===== src/rtl/spi_flash_slv_pkg.sv =====
// Shared types and constants for the SPI flash responder: FSM states,
// command opcodes and bit-counter limits.
package spi_flash_slv_pkg;

  typedef enum logic [2:0] {
    IDLE,
    CMD,
    ADDR,
    DUMMY,
    FETCH,
    DATA,
    IGNORE
  } state_e;

  localparam logic [7:0] CMD_READ      = 8'h03;
  localparam logic [7:0] CMD_FAST_READ = 8'h0B;

  localparam int ADDR_BITS = 24;
  localparam int BIT_CNT_W = 5;

  localparam logic [BIT_CNT_W-1:0] LAST_CMD_BIT   = 5'd7;
  localparam logic [BIT_CNT_W-1:0] LAST_ADDR_BIT  = 5'd23;
  localparam logic [BIT_CNT_W-1:0] LAST_DUMMY_BIT = 5'd7;

endpackage


===== src/rtl/spi_slv_sync_edge.sv =====
// Brings spi_clk/spi_cs/spi_mosi into the clk domain through equal-depth
// synchronizer chains and flags rising/falling edges of the synced SPI clock.
module spi_slv_sync_edge #(
  parameter int SYNC_STAGES = 2
) (
  input  logic clk,
  input  logic resetn,
  input  logic spi_clk,
  input  logic spi_cs,
  input  logic spi_mosi,
  output logic cs_n_s,
  output logic mosi_s,
  output logic sclk_rise,
  output logic sclk_fall
);

  logic [SYNC_STAGES-1:0] sclk_sync_q;
  logic [SYNC_STAGES-1:0] cs_sync_q;
  logic [SYNC_STAGES-1:0] mosi_sync_q;
  logic                   sclk_prev_q;

  // CS chain resets to "selected" so a CS held low across reset never looks
  // like a fresh high-to-low select.
  // NOTE: sequential state uses non-blocking assignments so every flop samples
  // the pre-edge value of its neighbour, which is what makes the chain a chain.
  always_ff @(posedge clk or negedge resetn) begin
    if (!resetn) begin
      sclk_sync_q <= '0;
      cs_sync_q   <= '0;
      mosi_sync_q <= '0;
      sclk_prev_q <= 1'b0;
    end else begin
      sclk_sync_q <= {sclk_sync_q[SYNC_STAGES-2:0], spi_clk};
      cs_sync_q   <= {cs_sync_q[SYNC_STAGES-2:0], spi_cs};
      mosi_sync_q <= {mosi_sync_q[SYNC_STAGES-2:0], spi_mosi};
      sclk_prev_q <= sclk_sync_q[SYNC_STAGES-1];
    end
  end

  assign cs_n_s    = cs_sync_q[SYNC_STAGES-1];
  assign mosi_s    = mosi_sync_q[SYNC_STAGES-1];
  assign sclk_rise = sclk_sync_q[SYNC_STAGES-1] & ~sclk_prev_q;
  assign sclk_fall = ~sclk_sync_q[SYNC_STAGES-1] & sclk_prev_q;

endmodule


===== src/rtl/spi_flash_slave.sv =====
// SPI NOR-flash READ responder backed by a 1-cycle-latency word memory.
// Define SPI_FLASH_SLV_FAST_READ_EN to also accept FAST READ (0x0B, 8 dummy clocks).
module spi_flash_slave
  import spi_flash_slv_pkg::*;
#(
  parameter int SYNC_STAGES = 2,
  parameter int MEM_AW      = 24
) (
  input  logic              clk,
  input  logic              resetn,
  input  logic              spi_clk,
  input  logic              spi_cs,
  input  logic              spi_mosi,
  output logic              spi_miso,
  output logic              mem_req,
  output logic [MEM_AW-1:0] mem_addr,
  input  logic [31:0]       mem_rdata,
  output logic              cmd_err
);

  logic cs_n_s, mosi_s, sclk_rise, sclk_fall;

  spi_slv_sync_edge #(.SYNC_STAGES(SYNC_STAGES)) u_sync (
    .clk      (clk),
    .resetn   (resetn),
    .spi_clk  (spi_clk),
    .spi_cs   (spi_cs),
    .spi_mosi (spi_mosi),
    .cs_n_s   (cs_n_s),
    .mosi_s   (mosi_s),
    .sclk_rise(sclk_rise),
    .sclk_fall(sclk_fall)
  );

  state_e                 state_q, state_d;
  logic [BIT_CNT_W-1:0]   bit_cnt_q, bit_cnt_d;
  logic [7:0]             cmd_q, cmd_d;
  logic [ADDR_BITS-1:0]   addr_q, addr_d;
  logic [31:0]            word_q, word_d;
  logic [31:0]            nxt_word_q, nxt_word_d;
  logic                   rsp_vld_q, rsp_vld_d;
  logic                   armed_q, armed_d;
  logic                   miso_q, miso_d;
  logic                   mem_req_q, mem_req_d;
  logic [MEM_AW-1:0]      mem_addr_q, mem_addr_d;
  logic                   cmd_err_q, cmd_err_d;

  logic [7:0]           cmd_shift;
  logic [ADDR_BITS-1:0] addr_shift;
  logic [ADDR_BITS-1:0] addr_inc;

  assign cmd_shift  = {cmd_q[6:0], mosi_s};
  assign addr_shift = {addr_q[ADDR_BITS-2:0], mosi_s};
  assign addr_inc   = addr_q + 24'd1;

  // NOTE: every _d gets a default first, so no path through the case leaves a
  // signal unassigned and no latch is inferred.
  always_comb begin
    state_d    = state_q;
    bit_cnt_d  = bit_cnt_q;
    cmd_d      = cmd_q;
    addr_d     = addr_q;
    word_d     = word_q;
    nxt_word_d = nxt_word_q;
    rsp_vld_d  = mem_req_q;
    armed_d    = armed_q;
    miso_d     = miso_q;
    mem_req_d  = 1'b0;
    mem_addr_d = mem_addr_q;
    cmd_err_d  = 1'b0;

    if (cs_n_s) begin
      // Deselect beats any coincident SPI edge and drops an in-flight response.
      state_d   = IDLE;
      bit_cnt_d = '0;
      miso_d    = 1'b1;
      rsp_vld_d = 1'b0;
      armed_d   = 1'b1;
    end else begin
      unique case (state_q)
        IDLE: if (armed_q) begin
          state_d   = CMD;
          bit_cnt_d = '0;
        end
        CMD: if (sclk_rise) begin
          cmd_d     = cmd_shift;
          bit_cnt_d = bit_cnt_q + 5'd1;
          if (bit_cnt_q == LAST_CMD_BIT) begin
            bit_cnt_d = '0;
            if (cmd_shift == CMD_READ) state_d = ADDR;
`ifdef SPI_FLASH_SLV_FAST_READ_EN
            else if (cmd_shift == CMD_FAST_READ) state_d = ADDR;
`endif
            else begin
              state_d   = IGNORE;
              cmd_err_d = 1'b1;
            end
          end
        end
        ADDR: if (sclk_rise) begin
          addr_d    = addr_shift;
          bit_cnt_d = bit_cnt_q + 5'd1;
          if (bit_cnt_q == LAST_ADDR_BIT) begin
            bit_cnt_d = '0;
`ifdef SPI_FLASH_SLV_FAST_READ_EN
            if (cmd_q == CMD_FAST_READ) state_d = DUMMY;
            else begin
              state_d    = FETCH;
              mem_req_d  = 1'b1;
              mem_addr_d = {addr_shift[MEM_AW-1:2], 2'b00};
            end
`else
            state_d    = FETCH;
            mem_req_d  = 1'b1;
            mem_addr_d = {addr_shift[MEM_AW-1:2], 2'b00};
`endif
          end
        end
        DUMMY: if (sclk_rise) begin
          bit_cnt_d = bit_cnt_q + 5'd1;
          if (bit_cnt_q == LAST_DUMMY_BIT) begin
            bit_cnt_d  = '0;
            state_d    = FETCH;
            mem_req_d  = 1'b1;
            mem_addr_d = {addr_q[MEM_AW-1:2], 2'b00};
          end
        end
        FETCH: if (rsp_vld_q) begin
          word_d  = mem_rdata;
          state_d = DATA;
        end
        DATA: begin
          if (rsp_vld_q) nxt_word_d = mem_rdata;
          if (sclk_fall) begin
            // Byte lane addr[1:0], MSB first: bit index {lane, 7-bit_cnt}.
            miso_d    = word_q[{addr_q[1:0], ~bit_cnt_q[2:0]}];
            bit_cnt_d = {2'b00, bit_cnt_q[2:0] + 3'd1};
            if (bit_cnt_q[2:0] == 3'd0 && addr_q[1:0] == 2'd3) begin
              mem_req_d  = 1'b1;
              mem_addr_d = {addr_inc[MEM_AW-1:2], 2'b00};
            end
            if (bit_cnt_q[2:0] == 3'd7) begin
              addr_d = addr_inc;
              if (addr_q[1:0] == 2'd3) word_d = nxt_word_q;
            end
          end
        end
        IGNORE: miso_d = 1'b1;
        default: state_d = IDLE;
      endcase
    end
  end

  // NOTE: the data/word registers are reset along with the control state; it
  // is only a few flops here and keeps X off MISO after reset.
  always_ff @(posedge clk or negedge resetn) begin
    if (!resetn) begin
      state_q    <= IDLE;
      bit_cnt_q  <= '0;
      cmd_q      <= '0;
      addr_q     <= '0;
      word_q     <= '0;
      nxt_word_q <= '0;
      rsp_vld_q  <= 1'b0;
      armed_q    <= 1'b0;
      miso_q     <= 1'b1;
      mem_req_q  <= 1'b0;
      mem_addr_q <= '0;
      cmd_err_q  <= 1'b0;
    end else begin
      state_q    <= state_d;
      bit_cnt_q  <= bit_cnt_d;
      cmd_q      <= cmd_d;
      addr_q     <= addr_d;
      word_q     <= word_d;
      nxt_word_q <= nxt_word_d;
      rsp_vld_q  <= rsp_vld_d;
      armed_q    <= armed_d;
      miso_q     <= miso_d;
      mem_req_q  <= mem_req_d;
      mem_addr_q <= mem_addr_d;
      cmd_err_q  <= cmd_err_d;
    end
  end

  assign spi_miso = miso_q;
  assign mem_req  = mem_req_q;
  assign mem_addr = mem_addr_q;
  assign cmd_err  = cmd_err_q;

endmodule

===== config.mk =====
export PLATFORM = sky130hd
export DESIGN_NAME = spi_flash_slave
export DESIGN_NICKNAME = d
export VERILOG_FILES = /design/src/rtl/spi_flash_slv_pkg.sv /design/src/rtl/spi_slv_sync_edge.sv /design/src/rtl/spi_flash_slave.sv
export SDC_FILE = /design/constraint.sdc
export NUM_CORES = 1
export LEC_CHECK = 0
export CORE_ASPECT_RATIO = 0.9
export CORE_UTILIZATION = 53
export CTS_CLUSTER_DIAMETER = 100
export DETAILED_ROUTE_END_ITERATION = 12
export HOLD_SLACK_MARGIN = 0.06
export PLACE_DENSITY = 0.82
export SETUP_SLACK_MARGIN = 0.15
export SLEW_MARGIN = 5
export SYNTH_ARGS = -nofsm -noshare
export SYNTH_HDL_FRONTEND = slang
export SYNTH_SLANG_ARGS = --single-unit

===== constraint.sdc =====
create_clock -name clk -period 2.3 [get_ports clk]
set_clock_uncertainty 0.1 [all_clocks]
set_input_delay 0.69 -clock clk [delete_from_list [all_inputs] [get_ports clk]]
set_output_delay 0.69 -clock clk [all_outputs]
set_load 0.02 [all_outputs]

==> results of run 1 <==
[metrics by stage]
| stage | worst slack (ps) | cell area (um^2) | util |
|---|---|---|---|
| after floorplan | 202 | 7720 | - |
| after global placement | 171 | 8750 | 0.621 |
| final | 178 | 9490 | 0.672 |
| after global routing | 88.5 | 9490 | 0.672 |
| after detailed placement | 120 | 8750 | 0.621 |
| after CTS | 156 | 9310 | 0.660 |
[final timing paths]
kind	slack, ps	from	end
worst max-delay path	180	state_q[2]	addr_q[23]
worst min-delay path	110	resetn	mem_addr[21]
worst max register to register	180	state_q[2]	addr_q[23]
worst min register to register	250	u_sync.sclk_sync_q[0]	u_sync.sclk_sync_q[1]
max in group asynchronous	1380	resetn	spi_miso
min in group clk	250	u_sync.sclk_sync_q[0]	u_sync.sclk_sync_q[1]
[final cells by class]
type | instances | area share
timing repair buffer | 130 | 0.130
tap | 193 | 0.0255
multi-input combinational | 584 | 0.412
clock inverter | 15 | 0.0166
inverter | 21 | 0.00831
sequential | 137 | 0.363
clock buffer | 17 | 0.0448
[kinds of logic (layout without fill, tap and decap cells)]
logic type / Yosys count / in the layout / synth area share
muxes: 70 / 70 / 0.112
adders and majority gates: 4 / 4 / 0.00650
other: 1 / 2 / 0.000487
xor gates and xnor gates: 1 / 1 / 0.00114
AOI/OAI and AO/OA: 205 / 205 / 0.176
DFF: 137 / 137 / 0.445
and+or+nand+nor: 302 / 302 / 0.200
buffers and inverters: 92 / 183 / 0.0591
[where the power goes]
part	switching, W	total (W)	leakage [nW]	internal (W)
Sequential	0.0000786	0.00257	1.62	0.00249
Combinational	0.000406	0.000721	2.11	0.000315
Clock	0.00121	0.00275	0.292	0.00154
[cell usage in the layout, fill, tap and decap left out, types with 4 or more instances in the layout]
cell type	n
nand4_1	4
inv_1	20
nor3_1	15
mux2_2	44
nand2b_1	8
a22o_1	5
o21ai_0	35
inv_8	5
dlygate4sd2_1	24
buf_12	7
and3_1	8
nand2_1	116
nor2_1	71
dfrtp_2	14
a211oi_1	8
a31oi_1	47
mux2i_1	14
dfrtp_1	122
mux4_2	8
and4_1	4
clkbuf_16	19
inv_6	4
a221oi_1	6
nand3_1	14
or2_2	4
o22ai_1	6
a22oi_1	4
o31ai_1	5
nor2b_1	6
a21oi_1	41
clkdlybuf4s50_1	35
nor4_1	11
buf_4	59
and2_1	5
a221o_1	4
or3_1	4
[synth_stat cells, types with 3 or more instances]
cell	number
buf_2	27
a311oi_1	3
nor2b_1	6
a21oi_1	43
buf_6	4
a221oi_1	6
nor3_1	16
nand4_1	4
a22o_1	5
a211oi_1	8
o22ai_1	6
o21ai_1	4
o221ai_1	3
nand3_1	14
mux2_1	3
o31ai_1	5
mux2i_1	14
and3b_1	4
nor2_1	71
or2_2	4
mux4_2	8
nor4_1	12
a221o_1	4
nand2b_1	8
ha_1	4
and2_1	5
a22oi_1	4
mux2_2	44
a31oi_1	47
dfrtp_1	136
and3_1	9
and4_1	4
buf_4	9
clkbuf_1	27
o21ai_0	35
inv_1	20
nand2_1	116
or3_1	5
[flip-flops by register name, summed over array words and instances, names as in the netlist]
| name | flops |
|---|---|
| u_sync.sclk_sync_q | 2 |
| cmd_err | 1 |
| u_sync.sclk_prev_q | 1 |
| addr_q | 24 |
| cmd_q | 7 |
| nxt_word_q | 32 |
| u_sync.mosi_sync_q | 2 |
| word_q | 32 |
| spi_miso | 1 |
| state_q | 3 |
| mem_addr | 22 |
| mem_req | 1 |
| bit_cnt_q | 5 |
| u_sync.cs_sync_q | 2 |
| rsp_vld_q | 1 |
| armed_q | 1 |
[worst max-delay path, delay by kind of cell (launching register included)]
| family | cells | cell delay [ps] |
|---|---|---|
| AND/OR/NAND/NOR | 1 | 300 |
| buffers and inverters | 2 | 370 |
| AO/OA/AOI/OAI | 4 | 730 |
| flip-flops | 1 | 510 |
[layer usage]
| layer | part of all wire | wire, um | track usage |
|---|---|---|---|
| met5 | 0 | 0 | 0 |
| met4 | 0.026 | 532 | 0.130 |
| met3 | 0.082 | 1650 | 0.0531 |
| met2 | 0.48 | 9580 | 0.448 |
| met1 | 0.41 | 8340 | 0.374 |
[what timing repair did]
item / CTS / global route
setup endpoints to repair: 27 / 36
cloned: 0 / 2
resized for setup: 26 / 26
buffers inserted: 0 / 5
pin swaps: 0 / 1
==> impl_metrics.toml, run 1 <==
[cts]
cts_sinks = 137
cts.hold.buffers_added = 0
clk_pin_slew_ps = 70
cts_max_level = 4
cts_buffer_depth = 2
cts_tree = "done"
insertion_delay_ps = 440
clockRootBuffer = "clkbuf_16"
cts_made_buffers = 17

[synthesis]
avgSynthCellArea_um2 = 9.49
synth_ff_type = "dfrtp_1"
synthArstFlopShare = 1.00
synth-edff-count = 0
yosysSeqAreaShare = 0.445
yosys_warnings = 0
synth_cell_types = 88
synth_top_area_share = 0.442
syn_inst = 812
yosys.area.top_type = "dfrtp_1"
synthTopCellsByArea = "dfrtp_1 (44%), mux2_2 (6.4%), nand2_1 (5.7%)"
synth-seq-cells = 137
synth_area_um2 = 7700

[run_status]
status = "completed"

[place]
io_buffers = 61
dp_hpwl_um = 12900
place_congestion = 0.956
dp.cells = 1058

[critical_path]
critical_path.cell_chain = "nor2_1 > o21ai_1 > buf_4 > a21boi_2 > buf_12 > a22oi_1 > a311oi_1"
slowest_stage = "dfrtp_2"
critPathLaunchType = "register"
critPathArrivalTime_ps = 2350
worstPathRequired_ps = 2530
crit_fanout = 25
ff2ff_path_depth = 7
path_class = "register to register"
endpoint_kind = "register"
cp_slowest_stage_delay_ps = 510

[floorplan]
die_width_um = 129
ios = 64
die_h_um = 116
std_cell_rows = 41
core_region_area_um2 = 14100
dieArea_um2 = 15000
initial_core_util = 0.546

[sta]
tightestPinTransition_ps = 555
slew_violations = 0
relSlewSlack = 0.630
hold_violations = 0
whs_ps = 110
setup_viol = 0
period_needed_ps = 2120
fmax_mhz = 471
fin_setup_tns_ps = 0
rsz0062_at_grt = "yes"
post-route-period-util = 0.923

[layout]
syn2layout_area_growth_pct = 23.1
fillers = 1054
n_antenna_cell = 0
register_area_um2 = 3450
nets = 932
final_layout_size_suffix_gt1_frac = 0.227
multi_input_comb_area_um2 = 3910
stdcell_count = 1097

[grt]
first_global_vias = 6407
grt_max_degree = 65
antenna_found_initial = 0
grt.total_usage = 0.281
grt_first_pass_wirelength_um = 32300
globalRouteOverflowTotal = 0

[detailed_routing]
drt_iter0_markers = 751
routed_wl_um = 20100
first_pass_iters = 5
drcViolationCount = 0
wl_per_cell_um = 18.3
viasPerCell = 6.23
vias = 6832
ant_nets = 0

[job]
cap_violations = 0

[pwr]
total_power_w = 0.00604
power.density_nw_per_um2 = 636
cellLeakagePower_nw = 4.02
irDropWorstVdd_mv = 0.595

[hold_path]
hp-class = "input port to asynchronous set/reset pin"
(Power assumes the default switching activity.)
==> inputs of run 2 (changes only) <==
Settings changed: CORE_MARGIN from default to 8.
==> run 2 against run 1 <==
  * Register-to-register slack got worse by 20 ps
  * Count of clock-buffer cells in the layout unchanged
  * Routed wire length increased by 5.5%
  * Critical endpoint is now mem_addr[14]
  * Critical path depth decreased by 2
  * Die area increased by 24%
  * Sequential power about the same
  * Utilization increased by 0.18 points
  * Global-route usage decreased by 5.3 points
  * Largest cell class unchanged
  * Fmax decreased by 0.83%
==> impl_metrics.toml, run 2 (synthesized netlist as in run 1, its figures left out) <==
[critical_path]
critPathArrivalTime_ps = 2340
path_class = "register to register"
crit-reg2reg-launch = "addr_q[9]"
worstPathRequired_ps = 2500
rrSetupSlack_ps = 160
cp_slowest_stage_delay_ps = 480
r2r_end = "mem_addr[14]"
critical_path.cell_chain = "nand2_1 > nor4_4 > mux2_2 > a221oi_1 > a21oi_1"
ff2ff_path_depth = 5
slowest_stage = "dfrtp_1"
endpoint_kind = "register"
critPathLaunchType = "register"
crit_fanout = 7

[detailed_routing]
first_pass_iters = 5
vias = 6907
routed-wl-met2_um = 10100
wl_per_cell_um = 19.3
met1_length_um = 8730
routed_wl_um = 21200
ant_nets = 0
top_layer_used = "met4"
drcViolationCount = 0
dr_wl_met3_um = 1730
viasPerCell = 6.29
drt_iter0_markers = 684

[sta]
slew_violations = 0
fin_setup_tns_ps = 0
hold_violations = 0
rsz0062_at_grt = "yes"
post-route-period-util = 0.930
setup_viol = 0
whs_ps = 57.6
tightestPinTransition_ps = 667
relSlewSlack = 0.555
fmax_mhz = 467
period_needed_ps = 2140

[layout]
final_common_cell = "dfrtp_1"
fillers = 1074
n_antenna_cell = 0
syn2layout_area_growth_pct = 23.4
mostFrequentLayoutCells = "dfrtp_1 (128), nand2_1 (116), nor2_1 (71)"
final_cell_area_um2 = 9510
stdcell_count = 1098
top_regs = "nxt_word_q: 32 flops, word_q: 32 flops, addr_q: 24 flops"
nets = 933
final_layout_size_suffix_gt1_frac = 0.223
utilization = 0.674

[grt]
grt_max_degree = 65
grt.total_usage = 0.228
globalRouteOverflowTotal = 0
antenna_found_initial = 0
first_global_vias = 6815
grt_first_pass_wirelength_um = 33700

[place]
dp.cells = 1060
post_dp_cell_area_um2 = 8770
dp_hpwl_um = 13500
io_buffers = 61
place_congestion = 0.926

[run_status]
status = "completed"

[pwr]
cellLeakagePower_nw = 4.04
irDropWorstVdd_mv = 0.644
power.density_nw_per_um2 = 644

[cts]
cts_buffer_depth = 2
insertion_delay_ps = 430
cts_max_level = 4
cts_tree = "done"
cts_made_buffers = 17
clk_pin_slew_ps = 60
cts_sinks = 137
clockRootBuffer = "clkbuf_16"
cts.hold.buffers_added = 0

[floorplan]
dieArea_um2 = 18700
die_h_um = 130
die_width_um = 143
initial_core_util = 0.546
core_region_area_um2 = 14100
ios = 64
std_cell_rows = 41

[job]
cap_violations = 0

[hold_path]
hp-class = "input port to asynchronous set/reset pin"
run 2: critical path: cells and delay by family, from the launching register on:
kind | cells | cell delay (ps)
compound gates | 2 | 450
flops | 1 | 480
mux | 1 | 370
simple gates | 2 | 620
run 2: through the flow:
| step | power (W) | worst slack, ps |
|---|---|---|
| after floorplan | 0.00297 | 202 |
| after global placement | 0.00326 | 179 |
| after detailed placement | 0.00328 | 155 |
| after CTS | 0.00611 | 154 |
| after global routing | 0.00632 | 86.1 |
| final | 0.00612 | 160 |
run 2: repair_timing:
item / CTS / global route
gates resized for setup: 27 / 25
gates cloned: 0 / 3
pin swaps: 0 / 1
setup endpoints to repair: 29 / 40
buffers inserted: 0 / 3
run 2: power by group:
part / leakage [nW] / switching [W] / total, W / internal (W)
Clock: 0.300 / 0.00120 / 0.00284 / 0.00164
Combinational: 2.11 / 0.000415 / 0.000733 / 0.000317
Sequential: 1.63 / 0.0000654 / 0.00255 / 0.00249
run 2: how the worst max path moves through the flow:
stage,from,end,slack (ps),cells past startpoint
4_1_cts,addr_q[12],mem_addr[14],150,5
6_report,addr_q[9],mem_addr[14],160,5
3_5_place_dp,addr_q[2],mem_addr[7],160,5
5_1_grt,addr_q[9],mem_addr[14],90,5
2_1_floorplan,bit_cnt_q[0],mem_addr[15],200,9
3_3_place_gp,addr_q[12],mem_addr[14],180,5
run 2: cell type report:
| class | count | area (um^2) | share of cell area |
|---|---|---|---|
| clock buffer | 17 | 425 | 0.0447 |
| clock inverter | 15 | 183 | 0.0192 |
| inverter | 21 | 78.8 | 0.00829 |
| multi-input combinational | 584 | 3890 | 0.409 |
| sequential | 137 | 3440 | 0.362 |
| tap | 193 | 241 | 0.0254 |
| timing repair buffer | 131 | 1250 | 0.132 |
run 2: routing by layer:
layer | vias to the layer above | global-route usage
met1 | 3359 | 0.274
met4 | 0 | 0.127
met5 | - | 0
met3 | 61 | 0.0591
li1 | 3120 | -
met2 | 367 | 0.370
==> inputs of run 3 (changes only) <==
Settings changed: GPL_TIMING_DRIVEN from default to 1.
==> results of run 3 <==
Final layout, timing and power as in run 2 (identical DEF).
